[src/rtl/sevseg_pkg.sv]
`default_nettype none
// ============================================================================
// Module      : sevseg_pkg
// Description : Shared types and constants for the 4-digit seven-segment
//               multiplexed display driver.
// Revision    : 1.0 - initial release
// ============================================================================
package sevseg_pkg;

    localparam int NUM_DIGITS = 4;
    localparam int SEG_W      = 7;

    typedef logic [SEG_W-1:0] seg_t;
    typedef logic [1:0]       dig_idx_t;

    localparam seg_t                  SEG_BLANK = 7'h7F;
    localparam logic [NUM_DIGITS-1:0] AN_BLANK  = 4'hF;

    // Active-low one-hot anode select for the given digit.
    function automatic logic [NUM_DIGITS-1:0] an_select_n(input dig_idx_t sel);
        return ~(NUM_DIGITS'(1) << sel);
    endfunction

endpackage
`default_nettype wire

[src/rtl/sevseg_slot_timer.sv]
`default_nettype none
// ============================================================================
// Module      : sevseg_slot_timer
// Description : Slot divider and digit index for the multiplexed display.
//               With SEVSEG_DIMMING_EN defined it also tracks the 16-phase
//               position within the lit part of each slot.
// Revision    : 1.0 - initial release
// ============================================================================
module sevseg_slot_timer
    import sevseg_pkg::*;
#(
    parameter int CLK_DIV      = 50000,
    parameter int BLANK_CYCLES = 500,
    parameter int CNT_W        = 16
) (
    input  logic             wb_clk,
    input  logic             wb_rst,
    input  logic             en,
    output logic [CNT_W-1:0] div_cnt,
    output dig_idx_t         idx,
    output logic             slot_start,
    output logic             frame_end
`ifdef SEVSEG_DIMMING_EN
    ,
    output logic [4:0]       phase
`endif
);

    localparam logic [CNT_W-1:0] SLOT_LAST = CNT_W'(CLK_DIV - 1);
    localparam logic [CNT_W-1:0] BLANK_C   = CNT_W'(BLANK_CYCLES);

    logic slot_end;

    assign slot_start = (div_cnt == '0);
    assign slot_end   = (div_cnt == SLOT_LAST);
    assign frame_end  = en && slot_end && (idx == 2'd3);

    // Disabling the display parks the scan at the start of digit 0.
    always_ff @(posedge wb_clk or posedge wb_rst) begin
        if (wb_rst) begin
            div_cnt <= '0;
            idx     <= '0;
        end else if (!en) begin
            div_cnt <= '0;
            idx     <= '0;
        end else if (slot_end) begin
            div_cnt <= '0;
            idx     <= idx + 2'd1;
        end else begin
            div_cnt <= div_cnt + CNT_W'(1);
        end
    end

`ifdef SEVSEG_DIMMING_EN
    localparam int                 LIT_CYCLES = CLK_DIV - BLANK_CYCLES;
    localparam int                 ACC_W      = CNT_W + 5;
    localparam logic [ACC_W-1:0]   LIT_C      = ACC_W'(LIT_CYCLES);

    logic [ACC_W-1:0] acc;
    logic [ACC_W-1:0] acc_nxt;
    logic [4:0]       step;

    // phase = floor(16*k / LIT_CYCLES) tracked incrementally: each lit cycle
    // adds 16 to the remainder and carries whole multiples of LIT_CYCLES.
    always_comb begin
        acc_nxt = acc + ACC_W'(16);
        step    = '0;
        for (int i = 0; i < 17; i++) begin
            if (acc_nxt >= LIT_C) begin
                acc_nxt = acc_nxt - LIT_C;
                step    = step + 5'd1;
            end
        end
    end

    always_ff @(posedge wb_clk or posedge wb_rst) begin
        if (wb_rst) begin
            phase <= '0;
            acc   <= '0;
        end else if (!en || slot_end || (div_cnt < BLANK_C)) begin
            phase <= '0;
            acc   <= '0;
        end else begin
            phase <= phase + step;
            acc   <= acc_nxt;
        end
    end
`endif

endmodule
`default_nettype wire

[src/rtl/sevseg_mux_drv.sv]
`default_nettype none
// ============================================================================
// Module      : sevseg_mux_drv
// Description : Time-multiplexed driver for a 4-digit common-anode seven-
//               segment display with per-slot anti-ghosting blanking.
//               Define SEVSEG_DIMMING_EN to add the brightness input.
// Revision    : 1.0 - initial release
// ============================================================================
module sevseg_mux_drv
    import sevseg_pkg::*;
#(
    parameter int CLK_DIV      = 50000,
    parameter int BLANK_CYCLES = 500,
    parameter int CNT_W        = 16
) (
    input  logic       wb_clk,
    input  logic       wb_rst,
    input  logic       en,
`ifdef SEVSEG_DIMMING_EN
    input  logic [3:0] brightness,
`endif
    input  logic [6:0] hex0,
    input  logic [6:0] hex1,
    input  logic [6:0] hex2,
    input  logic [6:0] hex3,
    output logic [6:0] seg_n,
    output logic [3:0] an_n,
    output logic       frame_tick
);

    localparam logic [CNT_W-1:0] BLANK_C = CNT_W'(BLANK_CYCLES);

    logic [CNT_W-1:0] div_cnt;
    dig_idx_t         idx;
    logic             slot_start;
    logic             frame_end;
    seg_t             hex_sel;
    seg_t             pat;
    seg_t             pat_eff;
    logic             lit;

`ifdef SEVSEG_DIMMING_EN
    logic [4:0] phase;
    logic [3:0] bright;
`endif

    sevseg_slot_timer #(
        .CLK_DIV      (CLK_DIV),
        .BLANK_CYCLES (BLANK_CYCLES),
        .CNT_W        (CNT_W)
    ) u_slot_timer (
        .wb_clk     (wb_clk),
        .wb_rst     (wb_rst),
        .en         (en),
        .div_cnt    (div_cnt),
        .idx        (idx),
        .slot_start (slot_start),
        .frame_end  (frame_end)
`ifdef SEVSEG_DIMMING_EN
        ,
        .phase      (phase)
`endif
    );

    always_comb begin
        case (idx)
            2'd0:    hex_sel = hex0;
            2'd1:    hex_sel = hex1;
            2'd2:    hex_sel = hex2;
            default: hex_sel = hex3;
        endcase
    end

    assign pat_eff = slot_start ? hex_sel : pat;

    always_comb begin
        lit = en && (div_cnt >= BLANK_C);
`ifdef SEVSEG_DIMMING_EN
        lit = lit && (phase <= {1'b0, bright});
`endif
    end

    // Pattern is latched once per slot so mid-slot register writes never tear.
    always_ff @(posedge wb_clk or posedge wb_rst) begin
        if (wb_rst) begin
            pat        <= '0;
            an_n       <= AN_BLANK;
            seg_n      <= SEG_BLANK;
            frame_tick <= 1'b0;
`ifdef SEVSEG_DIMMING_EN
            bright     <= '0;
`endif
        end else begin
            if (slot_start) begin
                pat    <= hex_sel;
`ifdef SEVSEG_DIMMING_EN
                bright <= brightness;
`endif
            end
            frame_tick <= frame_end;
            if (lit) begin
                an_n  <= an_select_n(idx);
                seg_n <= ~pat_eff;
            end else begin
                an_n  <= AN_BLANK;
                seg_n <= SEG_BLANK;
            end
        end
    end

endmodule
`default_nettype wire
[config.mk]
export PLATFORM = sky130hd
export DESIGN_NAME = sevseg_mux_drv
export DESIGN_NICKNAME = d
export VERILOG_FILES = /design/src/rtl/sevseg_pkg.sv /design/src/rtl/sevseg_slot_timer.sv /design/src/rtl/sevseg_mux_drv.sv
export SDC_FILE = /design/constraint.sdc
export NUM_CORES = 1
export LEC_CHECK = 0
export BUFFER_PORTS_ARGS = -buffer_cell sky130_fd_sc_hd__clkbuf_2
export CAP_MARGIN = 20
export CORE_AREA = 2 2 71 73
export DETAILED_ROUTE_END_ITERATION = 7
export DIE_AREA = 0 0 73 75
export PLACE_DENSITY = 0.66
export SLEW_MARGIN = 10
export SYNTH_ARGS = -nofsm -noshare
export SYNTH_HDL_FRONTEND = slang
export SYNTH_SLANG_ARGS = --single-unit
export TNS_END_PERCENT = 20
[constraint.sdc]
create_clock -name wb_clk -period 5.7 [get_ports wb_clk]
set_input_delay 0.285 -clock wb_clk [delete_from_list [all_inputs] [get_ports wb_clk]]
set_output_delay 0.285 -clock wb_clk [all_outputs]
set_load 0.02 [all_outputs]
Word level (Yosys, flattened, before mapping):

Index checks and enable logic that the tools add are counted.

* bits in registers: 37
* output and inout port bits: 12
* logic and storage cells: 30

* add/subtract/negate cells: 2
* order comparisons: 1
* equality and inequality tests: 5
* shift-type cells: 1
* muxes and demuxes: 8
* bitwise operators: 2
* reduce and logical (&&, ||, !) cells: 5

Operators with widths (count)
* 16-bit 2-to-1 mux: 2
* 7-bit case mux with 3 select lines: 1
* 16-bit by 1-bit adder with 16-bit output (second input constant): 1
* 16-bit == test (second input constant): 1
* 16-bit by 9-bit >= comparator with 1-bit output (second input constant): 1
* 16-bit zero test: 1
* 7-bit 2-to-1 mux: 2
* 7-bit inverter: 1
* 2-bit == test (second input constant): 2
* 2-bit 2-to-1 mux: 2
* 4-bit 2-to-1 mux: 1
* 4-bit inverter: 1
* 1-bit by 2-bit << shifter with 4-bit output (first input constant): 1
* 1-bit logical AND: 3
* 2-bit by 1-bit adder with 2-bit output (second input constant): 1
* 2-bit by 1-bit == test with 1-bit output (second input constant): 1
* 2-bit zero test: 1
* 2-bit by 1-bit inequality test with 1-bit output (second input constant): 1

Logic depth before layout (Yosys ltp):

Gate-level depths: netlist (run 1).

* depth in word-level cells: 5
* depth in mapped cells: 6
* mapped depth without buffers: 5

Hierarchy:

A second synthesis (run 1) with hierarchy kept.

* cells, all modules: 174
* area, all modules: 1975.6 um^2

By module, submodules not included
* sevseg_slot_timer: instances 1, cells each 100, area an instance 988.4 um^2, seq. area each 450.4 um^2
* sevseg_mux_drv: instances 1, cells each 74, area an instance 987.2 um^2, seq. area each 489.2 um^2

Worst setup path before layout (run 1):

No wires, ideal clock.

* path type: register -> register
* from: register u_slot_timer.div_cnt[7]
* to: register pat[0]
* arrival: 1.874 ns
* path slack: 3.702 ns
* stages on the path, launching flop included: 5
* path buffers: 0
* period minus slack after synthesis: 1.998 ns
* cell sequence: dfrtp_1 > or4_4 > or2_4 > nor3b_4 > mux2_2

* word-level cells in the longest chain between the ends: 2

Ends and longest elaborated chain
* start: declaration: line sevseg_slot_timer.sv:19 `output logic [CNT_W-1:0] div_cnt,`
* start signal: assignment: line sevseg_slot_timer.sv:50 `div_cnt <= div_cnt + CNT_W'(1);`
* 16-bit zero test: line sevseg_slot_timer.sv:34 `assign slot_start = (div_cnt == '0);`
* 7-bit 2-to-1 mux
* net pat_eff[0]: line sevseg_mux_drv.sv:39 `seg_t pat_eff;`
* end signal: assignment: line sevseg_mux_drv.sv:95 `pat <= hex_sel;`
* end: declaration: line sevseg_mux_drv.sv:38 `seg_t pat;`

The timed path passes the listed nets, and every way through them passes these cells.
A chain may end at the register's enable or synchronous reset.

Final worst setup path (run 1):

* from: register u_slot_timer.div_cnt[0]
* to: register u_slot_timer.div_cnt[10]

* word-level cells in the longest chain between the ends: 3

Ends and longest elaborated chain
* 16-bit by 1-bit adder with 16-bit output or 16-bit == test (tied branches): line sevseg_slot_timer.sv:50, sevseg_slot_timer.sv:35
* 16-bit 2-to-1 mux (*): line sevseg_slot_timer.sv:46 `end else if (slot_end) begin`
* 16-bit 2-to-1 mux (*): line sevseg_slot_timer.sv:43 `end else if (!en) begin`

Every way passes the cells marked *; elsewhere a longest branch is shown, timed or not.

==> results.yml, run 1 <==
logic_synthesis:
  synth_cell_types: 27
  syn_area_um2: 1820
  synth-xor-area-share: 0.0675
  synth_top_family_by_area: "simple AND/OR/NAND/NOR gates"
  synth-compound-area-share: 0.0786
  netlist_top_cells_count: "dfrtp_1 (26), nor2_1 (24), nand3_1 (21), xnor2_1 (13)"
  ys.flop_type: "dfrtp_1"
  synth-simple-area-share: 0.207
  avgSynthCellArea_um2: 10.3
  synthCells: 177
  syn_nets: 215
  yosysTopAreaCell: "dfrtp_1"
  ys_ff_latch: 37
  synth_edf_count: 0
  synth_top_area_share: 0.358
  synthAdderAreaFrac: 0.0482
  yosysMostFrequentCell: "dfrtp_1"
  synthMuxAreaShare: 0.0434
  synthArstFlopShare: 1.00
  synth.area.top_cells: "dfrtp_1 (36%), dfstp_2 (16%), xnor2_1 (6.3%), nand3_1 (5.8%), nor2_1 (5.0%)"
  synth_seq_area_share: 0.518
  yosys_warnings: 0
timing:
  setup_violations: 0
  period_minus_slack_ps: 2220
  slew_headroom: 0.582
  layout_setup_ws_ps: 3480
  tightest_slew_ps: 626
  hold_viol_final: 0
  drv_slew: 0
  finalClockSkew_ps: 4.22
  fin_crit_sh: 0.389
  rsz0062_at_grt: "false"
  timing.fmax_ghz: 0.451
  setup_tns_ps: 0
global_route:
  met3_usage: 0.0535
  grt_max_degree: 38
  grt-ovfl-total: 0
  grt_pass1_vias: 1292
  grt_pass1_wl_mm: 5.98
  grt_antenna_before_repair: 0
  use_met1: 0.171
  grtUsageTotal: 0.147
  grt_use_met2: 0.243
  busiest_layer: "met2"
job:
  cap_violations: 0
clock_network:
  clk_latency_ps: 290
  post-cts-setup-buffer-count: 0
  clkSlewWorstSetupHoldPaths_ps: 70
  clockBufferDepth: 2
  numCtsBuffers: 5
  cts_tree: "yes"
  cts_hold_buf: 0
  root_buffer: "clkbuf_8"
  clock-sinks: 37
  cts_resized: 0
  htree_num_levels: 2
route:
  drtIter0Drc: 86
  vias: 1402
  drt-wirelength-per-cell_um: 13.3
  route.detailed.drc: 0
  viasPerCell: 5.12
  firstDrtPassIters: 5
  wl_mm: 3.65
  antenna_left: 0
cells_and_area:
  nets: 257
  area_delta_synth_final_pct: 18.8
  n_antenna_cell: 0
  stdcell_count: 274
  layout-drive-gt1-share: 0.336
critical_path:
  rr_startpoint: "u_slot_timer.div_cnt[0]$_DFF_PP0_"
  r2r_slack_ps: 3480
  critPathKind: "reg -> reg"
  path_max_fanout: 16
  crit_start: "u_slot_timer.div_cnt[0]$_DFF_PP0_"
  crit_path_start_kind: "register"
  crit_arrival_ps: 2370
  required_ps: 5850
  worstSetupEndpointType: "register"
hold_path:
  hp-class: "in -> async"
floorplanning:
  core_um2: 4660
  die_y_um: 75
  row_count: 25
  start_util: 0.390
  ios: 43
  die_area_um2: 5480
  die_w_um: 73
placement:
  io_buffers: 42
  dp_hpwl_mm: 2.63
  placedCellCount: 266
  gp_congestion: 0.794
  post-place-ws_ps: 3450
outcome:
  status: "completed"
power_and_ir_drop:
  p_per_area_nw_per_um2: 233
  max-vdd-ir-drop_uv: 87.0
  power_leakage_uw: 0.000916
[metal layers]
layer / up-vias / share of wire
met4: 0 / 0.015
met1: 643 / 0.46
met3: 4 / 0.058
met5: - / 0
li1: 708 / -
met2: 47 / 0.46
[metrics by stage]
stage	utilization	instance area (um^2)	hold WS [ps]	total power (uW)
after global placement	0.444	2070	389	329
after floorplan	-	1820	354	313
final	0.463	2160	67.1	502
after global routing	0.463	2160	94.1	529
after CTS	0.463	2160	76.2	512
after detailed placement	0.444	2070	400	331
[layout by cell type, fill, tap and decap left out, drive strengths merged]
| cell type | count |
|---|---|
| clkinv | 2 |
| a222oi | 7 |
| xor2 | 1 |
| nor3 | 2 |
| nand2 | 11 |
| clkbuf | 47 |
| or4 | 2 |
| or2 | 2 |
| nand3 | 21 |
| nor3b | 1 |
| buf | 2 |
| mux2 | 7 |
| o21ai | 10 |
| ha | 7 |
| nor2 | 24 |
| o311ai | 1 |
| inv | 8 |
| dfstp | 11 |
| a21oi | 2 |
| dfrtp | 26 |
| and4 | 1 |
| xnor2 | 13 |
| nand4 | 4 |
| nor4 | 7 |
| clkinvlp | 1 |
[state kept, by name, summed over array words and instances, names as in the netlist]
register and count:
frame_tick 1, pat 7, an_n 4, seg_n 7, u_slot_timer.idx 2, u_slot_timer.div_cnt 16
[where the power goes]
group | internal [uW] | switching (uW)
sequential | 275 | 6.59
combinational | 23.1 | 20.6
clock | 84.3 | 93.0
[critical path, stage by stage, from the launching register on]
cell and delay (ps):
dfrtp_1 410, ha_1 200, nand3_1 240, or4_1 590, o21ai_2 530, nor2_1 110
[area by class of cell]
cell class / count / area, um^2
Fill cell: 456 / 2500
Sequential cell: 37 / 940
Clock inverter: 3 / 17.5
Multi-Input combinational cell: 123 / 808
Tap cell: 54 / 67.6
Timing Repair Buffer: 44 / 225
Clock buffer: 5 / 68.8
Inverter: 8 / 30.0
[logic make-up after synthesis]
| group | count (synthesis) |
|---|---|
| and+or+nand+nor | 75 |
| adders and majority gates | 7 |
| xor gates and xnor gates | 14 |
| buffers and inverters | 17 |
| DFF | 37 |
| AOI/OAI and AO/OA | 20 |
| muxes | 7 |
[final timing paths]
| path | to | cells past startpoint |
|---|---|---|
| max | u_slot_timer.div_cnt[10]$_DFF_PP0_ | 5 |
| max in group asynchronous | an_n[3]$_DFF_PP1_ | 3 |
| min | u_slot_timer.div_cnt[5]$_DFF_PP0_ | 3 |
| min in group wb_clk | pat[3]$_DFF_PP0_ | 4 |
| min reg2reg | seg_n[0]$_DFF_PP1_ | 1 |
| max reg2reg | u_slot_timer.div_cnt[10]$_DFF_PP0_ | 5 |
Note: power is estimated with default switching activity, not from simulation.
==> run 2, diff against run 1 <==
--- a/config.mk
+++ b/config.mk
@@ -10,7 +10,7 @@
 export CORE_AREA = 2 2 71 73
 export DETAILED_ROUTE_END_ITERATION = 7
 export DIE_AREA = 0 0 73 75
-export PLACE_DENSITY = 0.66
+export PLACE_DENSITY = 0.68
 export SLEW_MARGIN = 10
 export SYNTH_ARGS = -nofsm -noshare
 export SYNTH_HDL_FRONTEND = slang
==> constraint.sdc (replaced) <==
create_clock -name wb_clk -period 1.9 [get_ports wb_clk]
set_input_delay 0.095 -clock wb_clk [delete_from_list [all_inputs] [get_ports wb_clk]]
set_output_delay 0.095 -clock wb_clk [all_outputs]
set_load 0.02 [all_outputs]
==> results.yml, run 2 (same netlist as run 1, synthesis figures left out) <==
outcome:
  status: "finished with violations"
  violations: "setup timing"
timing:
  hold_viol_final: 0
  layout_setup_ws_ps: -38.0
  slew_headroom: 0.698
  finalClockSkew_ps: 3.93
  setup_violations: 7
  tightest_slew_ps: 454
  period_minus_slack_ps: 1940
  drv_slew: 0
  timing.fmax_ghz: 0.516
  setup_tns_ps: -165
  fin_crit_sh: 1.02
  hold-worst-slack_ps: 177
  rsz0062_at_grt: "true"
cells_and_area:
  nets: 271
  layout_commonest_cell: "clkbuf_2"
  layout-drive-gt1-share: 0.372
  final_cell_mix: "clkbuf_2 (42), dfrtp_1 (26), nor2_1 (24)"
  area_delta_synth_final_pct: 25.4
  postLayoutCellArea_um2: 2280
  largest_registers: "u_slot_timer.div_cnt x16, pat x7, seg_n x7"
  n_antenna_cell: 0
  largest_reg_flops: 16
  top_register: "u_slot_timer.div_cnt"
floorplanning:
  die_y_um: 75
  start_util: 0.390
  die_area_um2: 5480
  die_w_um: 73
  row_count: 25
  ios: 43
  core_um2: 4660
global_route:
  grt_pass1_wl_mm: 6.67
  grt_pass1_vias: 1517
  grtUsageTotal: 0.156
  grt-ovfl-total: 0
  grt_antenna_before_repair: 0
  grt_max_degree: 38
power_and_ir_drop:
  internal_power_uw: 1160
  combPwrFrac: 0.100
  p_per_area_nw_per_um2: 671
  p_sw_uw: 365
  clkPwrFrac: 0.347
  sequentialPowerShare: 0.554
  power_leakage_uw: 0.000998
  total_power_uw: 1530
  max-vdd-ir-drop_uv: 256
  swShare: 0.239
route:
  antenna_left: 0
  drt-wirelength-per-cell_um: 13.4
  viasPerCell: 5.13
  firstDrtPassIters: 4
  drtIter0Drc: 83
  route.detailed.drc: 0
  vias: 1478
  wl_mm: 3.85
clock_network:
  cts_tree: "yes"
  clkSlewWorstSetupHoldPaths_ps: 70
  post-cts-setup-buffer-count: 0
  clockBufferDepth: 2
  clock-sinks: 37
  clk_latency_ps: 280
  numCtsBuffers: 5
  htree_num_levels: 2
  root_buffer: "clkbuf_8"
placement:
  gp_congestion: 0.788
  place_area_um2: 2170
  dp_hpwl_mm: 2.92
  post-place-ws_ps: -52.9
  io_buffers: 42
critical_path:
  critPathKind: "reg -> reg"
  max_stage_delay_ps: 530
  cp_top_family: "simple AND/OR/NAND/NOR gates"
  r2r_cells: 5
  r2r-end: "pat[1]$_DFF_PP0_"
  crit_arrival_ps: 2110
  crit_chain: "or4_4 -> or2_4 -> nor3b_4 -> buf_6 -> mux2_2"
  worstSetupEndpointType: "register"
  crit_buf_inv: 1
  r2r_slack_ps: -40
  cp_slowest_cell: "or4_4"
  required_ps: 2070
  crit_path_start_kind: "register"
  rr_startpoint: "u_slot_timer.div_cnt[7]$_DFF_PP0_"
  path_max_fanout: 7
hold_path:
  min-delay-start: "hex3[3]"
  hold_path_end: "pat[3]$_DFF_PP0_"
  hp-class: "in -> reg"
  holdPathStages: 4
job:
  cap_violations: 0
-- run 2: changes by cell type in the layout (fill, tap and decap cells not counted) --
cell,delta
buf_4,+12
dlygate4sd3_1,+1
mux2_4,+2
buf_6,+1
mux2_2,-2
-- run 2: final cells by class --
type | count | area [um^2]
well taps | 54 | 67.6
fillers | 455 | 2380
repair buffers | 58 | 337
multi-input cells | 123 | 816
flip-flops and latches | 37 | 940
clock inverters | 3 | 17.5
clock buffers | 5 | 68.8
inverters | 8 | 30.0
-- run 2: how the worst max path moves through the flow --
stage                                           start               end  slack [ps]  cells after the start
floorplan           u_slot_timer.div_cnt[7]$_DFF_PP0_  pat[0]$_DFF_PP0_         -80                      4
global placement    u_slot_timer.div_cnt[7]$_DFF_PP0_  pat[3]$_DFF_PP0_         -20                      5
detailed placement  u_slot_timer.div_cnt[7]$_DFF_PP0_  pat[4]$_DFF_PP0_         -50                      5
CTS                 u_slot_timer.div_cnt[7]$_DFF_PP0_  pat[1]$_DFF_PP0_         -40                      5
global route        u_slot_timer.div_cnt[7]$_DFF_PP0_  pat[0]$_DFF_PP0_        -120                      5
finish              u_slot_timer.div_cnt[7]$_DFF_PP0_  pat[1]$_DFF_PP0_         -40                      5
-- run 2: metal layers --
layer / share of wire / track usage / vias to the layer above
met5: 0 / 0 / -
met4: 0.014 / 0.0535 / 0
met3: 0.052 / 0.0361 / 7
met2: 0.49 / 0.286 / 50
met1: 0.44 / 0.179 / 690
li1: - / - / 731
-- run 2: worst register-to-register path: stages, from the launching register on --
cell and delay [ps]:
dfrtp_1 380, or4_4 530, or2_4 250, nor3b_4 170
buf_6 150, mux2_2 340
-- run 2: power groups by stage --
stage	clock [uW]	combinational [uW]	sequential (uW)
after CTS	556	156	845
after detailed placement	0	145	859
after global routing	586	169	851
final	529	152	846
after floorplan	0	86.2	853
after global placement	0	139	858
-- run 2: timing repair --
item / 4_1_cts / 5_1_grt
endpoints found under the setup margin: 7 / 7
pin swaps: 0 / 0
hold buffers: 1 / 0
gates resized for setup: 3 / 0
endpoints found under the hold margin: 26 / 0
-- run 2: per-stage QoR --
step,std cells,util
after floorplan,177,-
after global placement,279,0.465
after detailed placement,279,0.465
after CTS,288,0.488
after global routing,288,0.488
final,288,0.488
